<file path="src/rtl/bk_add_stage.sv">
// bk_add_stage: two-stage operand/result pipeline around an external 12-bit
// Brent-Kung adder, with accumulate mode and a saturating overflow counter.
module bk_add_stage #(
  parameter int OVF_W = 8
) (
  input  logic             clk,
  input  logic             rst_n,
  input  logic             in_valid,
  output logic             in_ready,
  input  logic [11:0]      in_a,
  input  logic [11:0]      in_b,
  input  logic             in_acc,
  input  logic             acc_clr,
  output logic [23:0]      add_in,
  input  logic [12:0]      add_sum,
  output logic             out_valid,
  input  logic             out_ready,
  output logic [12:0]      out_sum,
  output logic             out_acc,
  output logic [11:0]      acc_val,
  output logic [OVF_W-1:0] ovf_cnt
);
  logic [11:0] op_a, op_b;
  logic s1_acc, s1_valid, s2_free, s1_adv, xfer;
  assign s2_free = ~out_valid | out_ready;
  assign s1_adv = s1_valid & s2_free;
  // accumulate ops wait for an empty S1 so acc_val already holds the prior result
  assign in_ready = rst_n & (~s1_valid | s1_adv) & ~(in_acc & s1_valid);
  assign xfer = in_valid & in_ready;
  for (genvar i = 0; i < 12; i++) begin : g_il
    assign add_in[2*i] = op_a[i];
    assign add_in[2*i+1] = op_b[i];
  end
  always_ff @(posedge clk or negedge rst_n) begin
    if (!rst_n) begin
      op_a <= '0;
      op_b <= '0;
      s1_acc <= 1'b0;
      s1_valid <= 1'b0;
      out_sum <= '0;
      out_acc <= 1'b0;
      out_valid <= 1'b0;
      acc_val <= '0;
      ovf_cnt <= '0;
    end else begin
      if (xfer) begin
        op_a <= in_a;
        op_b <= in_acc ? acc_val : in_b;
        s1_acc <= in_acc;
        s1_valid <= 1'b1;
      end else if (s1_adv) begin
        s1_valid <= 1'b0;
      end
      if (s1_adv) begin
        out_sum <= add_sum;
        out_acc <= s1_acc;
        out_valid <= 1'b1;
      end else if (out_ready) begin
        out_valid <= 1'b0;
      end
      if (acc_clr) begin
        acc_val <= '0;
        ovf_cnt <= '0;
      end else if (s1_adv) begin
        acc_val <= add_sum[11:0];
        if (s1_acc && add_sum[12] && !(&ovf_cnt)) ovf_cnt <= ovf_cnt + 1'b1;
      end
    end
  end
endmodule

</file>
<file path="config.mk">
export PLATFORM = sky130hd
export DESIGN_NAME = bk_add_stage
export DESIGN_NICKNAME = d
export VERILOG_FILES = /design/src/rtl/bk_add_stage.sv
export SDC_FILE = /design/constraint.sdc
export NUM_CORES = 1
export LEC_CHECK = 0
export ABC_AREA = 1
export BUFFER_PORTS_ARGS = -buffer_cell sky130_fd_sc_hd__buf_2
export CELL_PAD_IN_SITES_DETAIL_PLACEMENT = 1
export CELL_PAD_IN_SITES_GLOBAL_PLACEMENT = 2
export CORE_MARGIN = 2
export CORE_UTILIZATION = 24
export CTS_BUF_LIST = sky130_fd_sc_hd__clkbuf_4 sky130_fd_sc_hd__clkbuf_8 sky130_fd_sc_hd__clkbuf_16
export DETAILED_ROUTE_END_ITERATION = 10
export PLACE_DENSITY = 0.74
export REMOVE_ABC_BUFFERS = 1
export SETUP_SLACK_MARGIN = 0.15
export SYNTH_ARGS = -nofsm -noshare
export SYNTH_HDL_FRONTEND = slang
export SYNTH_SLANG_ARGS = --single-unit
</file>
<file path="constraint.sdc">
create_clock -name clk -period 1.3 [get_ports clk]
set_input_delay 0.195 -clock clk [delete_from_list [all_inputs] [get_ports clk]]
set_output_delay 0.195 -clock clk [all_outputs]
set_load 0.005 [all_outputs]
</file>
==> impl_metrics.json, run 1 <==
{
  "antenna_cells": 0,
  "failed_checks": "setup timing",
  "route.detailed.drc": 0,
  "final_util": 0.3726,
  "period_minus_slack_ns": 1.317,
  "antenna_found_initial": 0,
  "grt_use_total": 0.1531,
  "gp_congestion": 0.7448,
  "min_from": "in_a[2]",
  "grt_util_met3": 0.02845,
  "report.final.slew_viol_count": 0,
  "final_common_cell": "nand2_1",
  "postLayoutCellArea_um2": 4039,
  "critPathLaunchType": "flip-flop",
  "io_pins": 103,
  "via_count": 2587,
  "drv_cap": 0,
  "clock_latency_ns": 0.33,
  "cts_tree": "yes",
  "timing.rr.start": "s1_valid",
  "gr-total-overflow": 0,
  "cts_buffer_depth": 2,
  "cp_data_arrival_time_ns": 1.12,
  "top_usage_layer": "met2",
  "totalWireLength_mm": 8.620,
  "path_cells": "a21boi_2, and2_4, buf_6",
  "status": "finished with violations",
  "synth_top_area_cell": "dfrtp_1",
  "clk_pin_slew_worst_paths_ns": 0.08,
  "switching_share": 0.2677,
  "required_ns": 1.11,
  "drive_gt1_frac": 0.4069,
  "max_stage_delay_ns": 0.41,
  "dpl.hpwl_mm": 6.167,
  "clkPwrFrac": 0.391,
  "ant_nets": 0,
  "slowest_stage": "dfrtp_1",
  "die-area_um2": 11980,
  "met2_usage": 0.2725,
  "wire_per_inst_um": 14.20,
  "clock-sinks": 61,
  "rsz0062_at_grt": "true",
  "cpLargestDelayFamily": "flip-flops",
  "fin_tns_setup_ns": -0.01749,
  "first_global_vias": 2748,
  "min_path_type": "input port to flip-flop",
  "hold_buffers": 0,
  "area_delta_synth_final_pct": 51.34,
  "core_area_um2": 10840,
  "grt.met1_usage": 0.1828,
  "drt-initial-drc-count": 80,
  "path_max_fanout": 3,
  "yosys-top-cells-area": "dfrtp_1 (57%), nand2_1 (27%), a21oi_1 (2.4%)",
  "min_period_over_period": 1.013,
  "die_w_um": 109.5,
  "switchingPower_mw": 1.460,
  "layout.nets": 506,
  "tightest_slew_ns": 0.8164,
  "clockRootBuffer": "clkbuf_8",
  "critical_path_class": "flip-flop to output pin",
  "hold_viol": 0,
  "firstDrtPassIters": 4,
  "grt_max_degree": 62,
  "power_mw": 5.452,
  "finalClockSkew_ns": 0.01086,
  "p_leak_nw": 2.278,
  "synth_top_area_frac": 0.5720,
  "max_freq_mhz": 759.0,
  "comb_power_share": 0.180,
  "rows": 38,
  "grt_pass1_wl_mm": 13.90,
  "holdWs_ns": 0.04812,
  "setup_slack_ns": -0.01749,
  "die_h_um": 109.5,
  "yosys_warnings": 0,
  "seqPwrFrac": 0.429,
  "worst_setup_path_end_kind": "output pin",
  "maxSlewHeadroom": 0.4557,
  "internal_power_mw": 3.992,
  "critPathBufInv": 1,
  "synth.distinct_cells": 23,
  "ir_worst_vdd_v": 0.0004907,
  "htree_levels": 3,
  "cts_made_buffers": 9,
  "syn_area_um2": 2669,
  "final_cell_mix": "nand2_1 (186), buf_2 (94), dfrtp_1 (60)",
  "place_area_um2": 3430,
  "power_density_nw_per_um2": 1350,
  "fillers": 1308,
  "crit_start": "s1_valid",
  "ys_seq_elements": 61,
  "io_buffer_count": 102,
  "synth.yosys.seq_area_share": 0.5720,
  "setup_violations": 1,
  "synth.avg_cell_area_um2": 8.137,
  "start_util": 0.2462,
  "synthCells": 328,
  "viasPerCell": 4.262
}
==> Yosys cell counts <==
cell type and count:
a21boi_1 1, a21oi_1 13, buf_6 2, nand4_1 3, ha_1 1, nand3b_1 1
inv_4 1, nor2_2 1, clkbuf_1 2, nor2_4 2, or2_2 1, buf_2 2
inv_1 14, nor2_1 7, o21ai_0 2, nand2_8 1, inv_2 1, nand2_1 195
nand3_1 10, and2_4 1, buf_4 5, dfrtp_1 61, xor2_1 1
==> registers in the layout, indices dropped and copies added, names as in the netlist <==
register	cells
out_sum	13
acc_val	12
op_a	12
op_b	12
ovf_cnt	8
out_acc	1
out_valid	1
s1_acc	1
s1_valid	1
==> worst register-to-register path, stage by stage (launching register included) <==
cell and delay (ns):
dfrtp_1 0.41, a21boi_2 0.14, and2_4 0.16, buf_4 0.13
nand2_8 0.07, buf_12 0.15, nand2_1 0.06, nand2_1 0.05
==> what timing repair did <==
action                                  in CTS  in global routing
setup buffers                               12                  3
resized for setup                           48                 14
endpoints found under the setup margin      65                 62
pin swaps                                   18                  5
==> power by group through the flow <==
stage,combinational (mW),sequential (mW),clock [mW]
after floorplan,0.338,2.38,0
after global placement,0.916,2.36,0
after detailed placement,0.933,2.37,0
after CTS,0.985,2.34,2.20
after global routing,1.13,2.38,2.27
final,0.983,2.34,2.13
==> cell families (layout without fill, tap and decap cells) <==
family / after synthesis / count (layout) / synth area share
XOR/XNOR: 1 / 1 / 0.003282
AO/OA/AOI/OAI: 16 / 16 / 0.03094
AND/OR/NAND/NOR: 222 / 222 / 0.3366
buffers and inverters: 27 / 166 / 0.05251
flip-flops: 61 / 61 / 0.5720
adder cells (fa/ha/maj): 1 / 1 / 0.004687
==> metrics by stage <==
step,std cells,setup WS (ns)
2_1_floorplan,317,-0.2509
4_1_cts,604,-0.06876
3_5_place_dp,576,-0.05481
3_3_place_gp,576,0.01963
6_report,607,-0.01749
5_1_grt,607,-0.09315
==> layer usage <==
layer / wire length (um) / part of all wire
met1: 3631 / 0.42
met2: 4517 / 0.52
met3: 337 / 0.039
met4: 133 / 0.015
met5: 0 / 0
==> final cells by class <==
| cell class | instances | area (um2) | area share |
|---|---|---|---|
| well taps | 140 | 175.2 | 0.04337 |
| clock buffers | 11 | 145.1 | 0.03594 |
| flip-flops and latches | 61 | 1528 | 0.3783 |
| clock inverters | 5 | 107.6 | 0.02664 |
| inverters | 16 | 67.56 | 0.01673 |
| repair buffers | 134 | 883.3 | 0.2187 |
| multi-input cells | 240 | 1132 | 0.2804 |
==> final timing paths <==
| kind | endpoint | slack [ns] | cells after the start |
|---|---|---|---|
| worst max-delay path | in_ready | -0.02 | 3 |
| worst min-delay path | op_a[2] | 0.05 | 3 |
| worst max register to register | op_b[7] | 0.02 | 7 |
| worst min register to register | op_b[5] | 0.47 | 2 |
| max in group asynchronous | ovf_cnt[2] | 0.64 | 2 |
| min in group asynchronous | ovf_cnt[5] | 0.09 | 2 |
Note: power is estimated with default switching activity, not from simulation.
==> run 2: changes to the inputs <==
--- a/config.mk
+++ b/config.mk
@@ -11,7 +11,6 @@
 export CELL_PAD_IN_SITES_GLOBAL_PLACEMENT = 2
 export CORE_MARGIN = 2
 export CORE_UTILIZATION = 24
-export CTS_BUF_LIST = sky130_fd_sc_hd__clkbuf_4 sky130_fd_sc_hd__clkbuf_8 sky130_fd_sc_hd__clkbuf_16
 export DETAILED_ROUTE_END_ITERATION = 10
 export PLACE_DENSITY = 0.74
 export REMOVE_ABC_BUFFERS = 1
==> impl_metrics.json, run 2 (synthesized netlist as in run 1, its figures left out) <==
{
  "postLayoutCellArea_um2": 4035,
  "critical_path_class": "flip-flop to output pin",
  "p_leak_nw": 2.275,
  "drt-initial-drc-count": 81,
  "rows": 38,
  "required_ns": 1.11,
  "area_delta_synth_final_pct": 51.20,
  "final_cell_mix": "nand2_1 (186), buf_2 (94), dfrtp_1 (60)",
  "core_area_um2": 10840,
  "gr-total-overflow": 0,
  "die-area_um2": 11980,
  "via_count": 2586,
  "htree_levels": 3,
  "hold_buffers": 0,
  "crit_start": "s1_valid",
  "setup_violations": 1,
  "gp_congestion": 0.7448,
  "grt_use_total": 0.1526,
  "rsz0062_at_grt": "true",
  "clk_pin_slew_worst_paths_ns": 0.07,
  "holdWs_ns": 0.05167,
  "wire_per_inst_um": 14.16,
  "min_path_type": "input port to flip-flop",
  "route.detailed.drc": 0,
  "largest_register_ffs": 13,
  "antenna_cells": 0,
  "critPathLaunchType": "flip-flop",
  "final_common_cell": "nand2_1",
  "grt_pass1_wl_mm": 13.86,
  "ir_worst_vdd_v": 0.0004874,
  "maxSlewHeadroom": 0.4551,
  "antenna_found_initial": 0,
  "first_global_vias": 2750,
  "clock-sinks": 61,
  "regMostFlops": "out_sum",
  "clock_latency_ns": 0.33,
  "power_density_nw_per_um2": 1344,
  "io_pins": 103,
  "setup_slack_ns": -0.01751,
  "cts_made_buffers": 9,
  "die_w_um": 109.5,
  "dp.cells": 576,
  "place_area_um2": 3430,
  "failed_checks": "setup timing",
  "die_h_um": 109.5,
  "dpl.hpwl_mm": 6.167,
  "firstDrtPassIters": 4,
  "start_util": 0.2462,
  "hold_viol": 0,
  "ant_nets": 0,
  "finalClockSkew_ns": 0.01086,
  "final_util": 0.3722,
  "clockRootBuffer": "clkbuf_8",
  "cts_tree": "yes",
  "max_freq_mhz": 759.0,
  "min_from": "in_a[2]",
  "drive_gt1_frac": 0.4047,
  "tightest_slew_ns": 0.8174,
  "path_max_fanout": 3,
  "grt_max_degree": 62,
  "report.final.slew_viol_count": 0,
  "period_minus_slack_ns": 1.318,
  "cp_data_arrival_time_ns": 1.12,
  "io_buffer_count": 102,
  "totalWireLength_mm": 8.597,
  "cts_buffer_depth": 2,
  "min_period_over_period": 1.013,
  "place_ws_ns": -0.05481,
  "status": "finished with violations",
  "drv_cap": 0,
  "timing.rr.start": "s1_valid",
  "layout.nets": 506,
  "final_cells": 607,
  "worst_setup_path_end_kind": "output pin",
  "viasPerCell": 4.260
}
run 2: cell counts in the layout (fill, tap and decap cells not counted):
Identical to the previous run, type by type.
run 2: cell type report:
class / count / area, um2
Tap cell: 140 / 175.2
Clock inverter: 5 / 107.6
Fill cell: 1307 / 6805
Inverter: 16 / 67.56
Clock buffer: 11 / 141.4
Multi-Input combinational cell: 240 / 1132
Sequential cell: 61 / 1528
Timing Repair Buffer: 134 / 883.3
run 2: worst paths after layout:
| check | slack, ns | cells past startpoint | end |
|---|---|---|---|
| min | 0.05 | 3 | op_a[2] |
| max | -0.02 | 3 | in_ready |
| min reg2reg | 0.47 | 2 | op_b[5] |
| max reg2reg | 0.02 | 7 | op_b[7] |
| min in group asynchronous | 0.09 | 2 | ovf_cnt[5] |
| max in group asynchronous | 0.64 | 2 | ovf_cnt[2] |
run 2: per-layer routing:
| metal | GRT usage | share of wire | vias up |
|---|---|---|---|
| li1 | - | - | 1277 |
| met1 | 0.1817 | 0.42 | 1248 |
| met2 | 0.2720 | 0.52 | 52 |
| met3 | 0.02845 | 0.039 | 9 |
| met4 | 0.05696 | 0.015 | 0 |
| met5 | 0 | 0 | - |
run 2: power breakdown:
| part | internal, mW | switching, mW |
|---|---|---|
| Sequential | 2.17 | 0.167 |
| Combinational | 0.467 | 0.516 |
| Clock | 1.33 | 0.770 |
| Total | 3.97 | 1.45 |
run 2: metrics by stage:
step | TNS, ns | power, mW
after CTS | -0.2241 | 5.499
after global routing | -1.661 | 5.741
after detailed placement | -0.2567 | 3.306
after global placement | 0 | 3.278
after floorplan | -6.284 | 2.714
final | -0.01751 | 5.425
run 2: repair_timing:
action / 4_1_cts / 5_1_grt
resized for setup: 48 / 14
buffers inserted: 12 / 3
setup endpoints to repair: 65 / 62
pin swaps: 18 / 5
run 2: worst max-delay path: stages, from the launching register on:
cell      delay, ns
dfrtp_1        0.41
a21boi_2       0.14
and2_4         0.16
buf_6          0.08
==> run 3: changes to the inputs <==
--- a/config.mk
+++ b/config.mk
@@ -12,9 +12,11 @@
 export CORE_MARGIN = 2
 export CORE_UTILIZATION = 24
 export DETAILED_ROUTE_END_ITERATION = 10
+export HOLD_SLACK_MARGIN = 0.06
 export PLACE_DENSITY = 0.74
 export REMOVE_ABC_BUFFERS = 1
 export SETUP_SLACK_MARGIN = 0.15
+export SKIP_LAST_GASP = 1
 export SYNTH_ARGS = -nofsm -noshare
 export SYNTH_HDL_FRONTEND = slang
 export SYNTH_SLANG_ARGS = --single-unit
==> impl_metrics.json, run 3 (synthesized netlist as in run 1, its figures left out) <==
{
  "ant_nets": 0,
  "power_density_nw_per_um2": 1322,
  "layout.nets": 516,
  "drive_gt1_frac": 0.3732,
  "power_mw": 5.455,
  "rows": 38,
  "place_ws_ns": -0.05481,
  "tightest_slew_ns": 0.8032,
  "dpl.hpwl_mm": 6.167,
  "wire_per_inst_um": 14.10,
  "cts_made_buffers": 9,
  "final_cell_mix": "nand2_1 (190), buf_2 (94), dfrtp_1 (60)",
  "holdWs_ns": 0.07213,
  "grt_max_degree": 62,
  "gr-total-overflow": 0,
  "ir_worst_vdd_v": 0.0004855,
  "clock_latency_ns": 0.33,
  "drt-initial-drc-count": 80,
  "first_global_vias": 2798,
  "io_pins": 103,
  "area_delta_synth_final_pct": 54.62,
  "failed_checks": "setup timing",
  "antenna_cells": 0,
  "setup_violations": 1,
  "route.detailed.drc": 0,
  "max_freq_mhz": 751.6,
  "maxSlewHeadroom": 0.4646,
  "place_area_um2": 3430,
  "cp_data_arrival_time_ns": 1.14,
  "min_path_type": "input port to flip-flop",
  "min_period_over_period": 1.023,
  "dp.cells": 576,
  "rsz0062_at_grt": "true",
  "final_cells": 617,
  "via_count": 2619,
  "drv_cap": 0,
  "critical_path_class": "flip-flop to output pin",
  "p_leak_nw": 2.320,
  "viasPerCell": 4.245,
  "report.final.slew_viol_count": 0,
  "htree_levels": 3,
  "cts_buffer_depth": 2,
  "period_minus_slack_ns": 1.330,
  "die-area_um2": 11980,
  "grt_pass1_wl_mm": 14.01,
  "die_h_um": 109.5,
  "start_util": 0.2462,
  "io_buffer_count": 102,
  "die_w_um": 109.5,
  "status": "finished with violations",
  "worst_setup_path_end_kind": "output pin",
  "fin_tns_setup_ns": -0.03049,
  "regMostFlops": "out_sum",
  "finalClockSkew_ns": 0.01080,
  "totalWireLength_mm": 8.698,
  "critPathLaunchType": "flip-flop",
  "final_common_cell": "nand2_1",
  "path_max_fanout": 3,
  "setup_slack_ns": -0.03049,
  "gp_congestion": 0.7448,
  "core_area_um2": 10840,
  "postLayoutCellArea_um2": 4126,
  "cts_tree": "yes",
  "clockRootBuffer": "clkbuf_8",
  "largest_register_ffs": 13,
  "firstDrtPassIters": 4,
  "clock-sinks": 61,
  "grt_use_total": 0.1541,
  "required_ns": 1.11,
  "antenna_found_initial": 0,
  "hold_viol": 0,
  "clk_pin_slew_worst_paths_ns": 0.07,
  "final_util": 0.3807
}
==> run 3: layout make-up <==
class	count	area [um2]
inverters	16	70.07
repair buffers	144	983.4
flip-flops and latches	61	1528
clock inverters	5	107.6
fillers	1312	6714
clock buffers	11	141.4
well taps	140	175.2
multi-input cells	240	1121
==> run 3: timing repair <==
action / 4_1_cts / 5_1_grt
buffers inserted: 12 / 3
gates resized for setup: 46 / 12
pin swaps: 14 / 4
endpoints found under the hold margin: 10 / 0
hold buffers: 10 / 0
setup endpoints to repair: 65 / 62
==> run 3: critical path, cell delays in order, from the launching register on <==
cell and delay [ns]:
dfrtp_1 0.42, nand3_1 0.12, and2_4 0.16, buf_6 0.11
==> run 3: routing by layer <==
layer | share of wire | up-vias | wire [um] | GRT usage
met3 | 0.038 | 8 | 333 | 0.02845
li1 | - | 1293 | - | -
met4 | 0.015 | 0 | 132 | 0.05877
met1 | 0.42 | 1264 | 3684 | 0.1820
met5 | 0 | - | 0 | 0
met2 | 0.52 | 54 | 4548 | 0.2760
==> run 3: final timing paths <==
path,end,cells past startpoint,start,slack (ns)
max in group asynchronous,ovf_cnt[2],2,rst_n,0.65
min in group asynchronous,ovf_cnt[5],2,rst_n,0.09
worst max register to register,op_b[6],7,s1_valid,0.02
worst max-delay path,in_ready,3,out_valid,-0.03
worst min register to register,op_b[5],2,op_b[5],0.47
worst min-delay path,op_a[7],3,in_a[7],0.07
==> run 3: power by group <==
| group | switching, mW | internal, mW | total (mW) |
|---|---|---|---|
| clock | 0.769 | 1.33 | 2.10 |
| combinational | 0.519 | 0.492 | 1.01 |
| sequential | 0.171 | 2.17 | 2.34 |
| total | 1.46 | 4.00 | 5.45 |
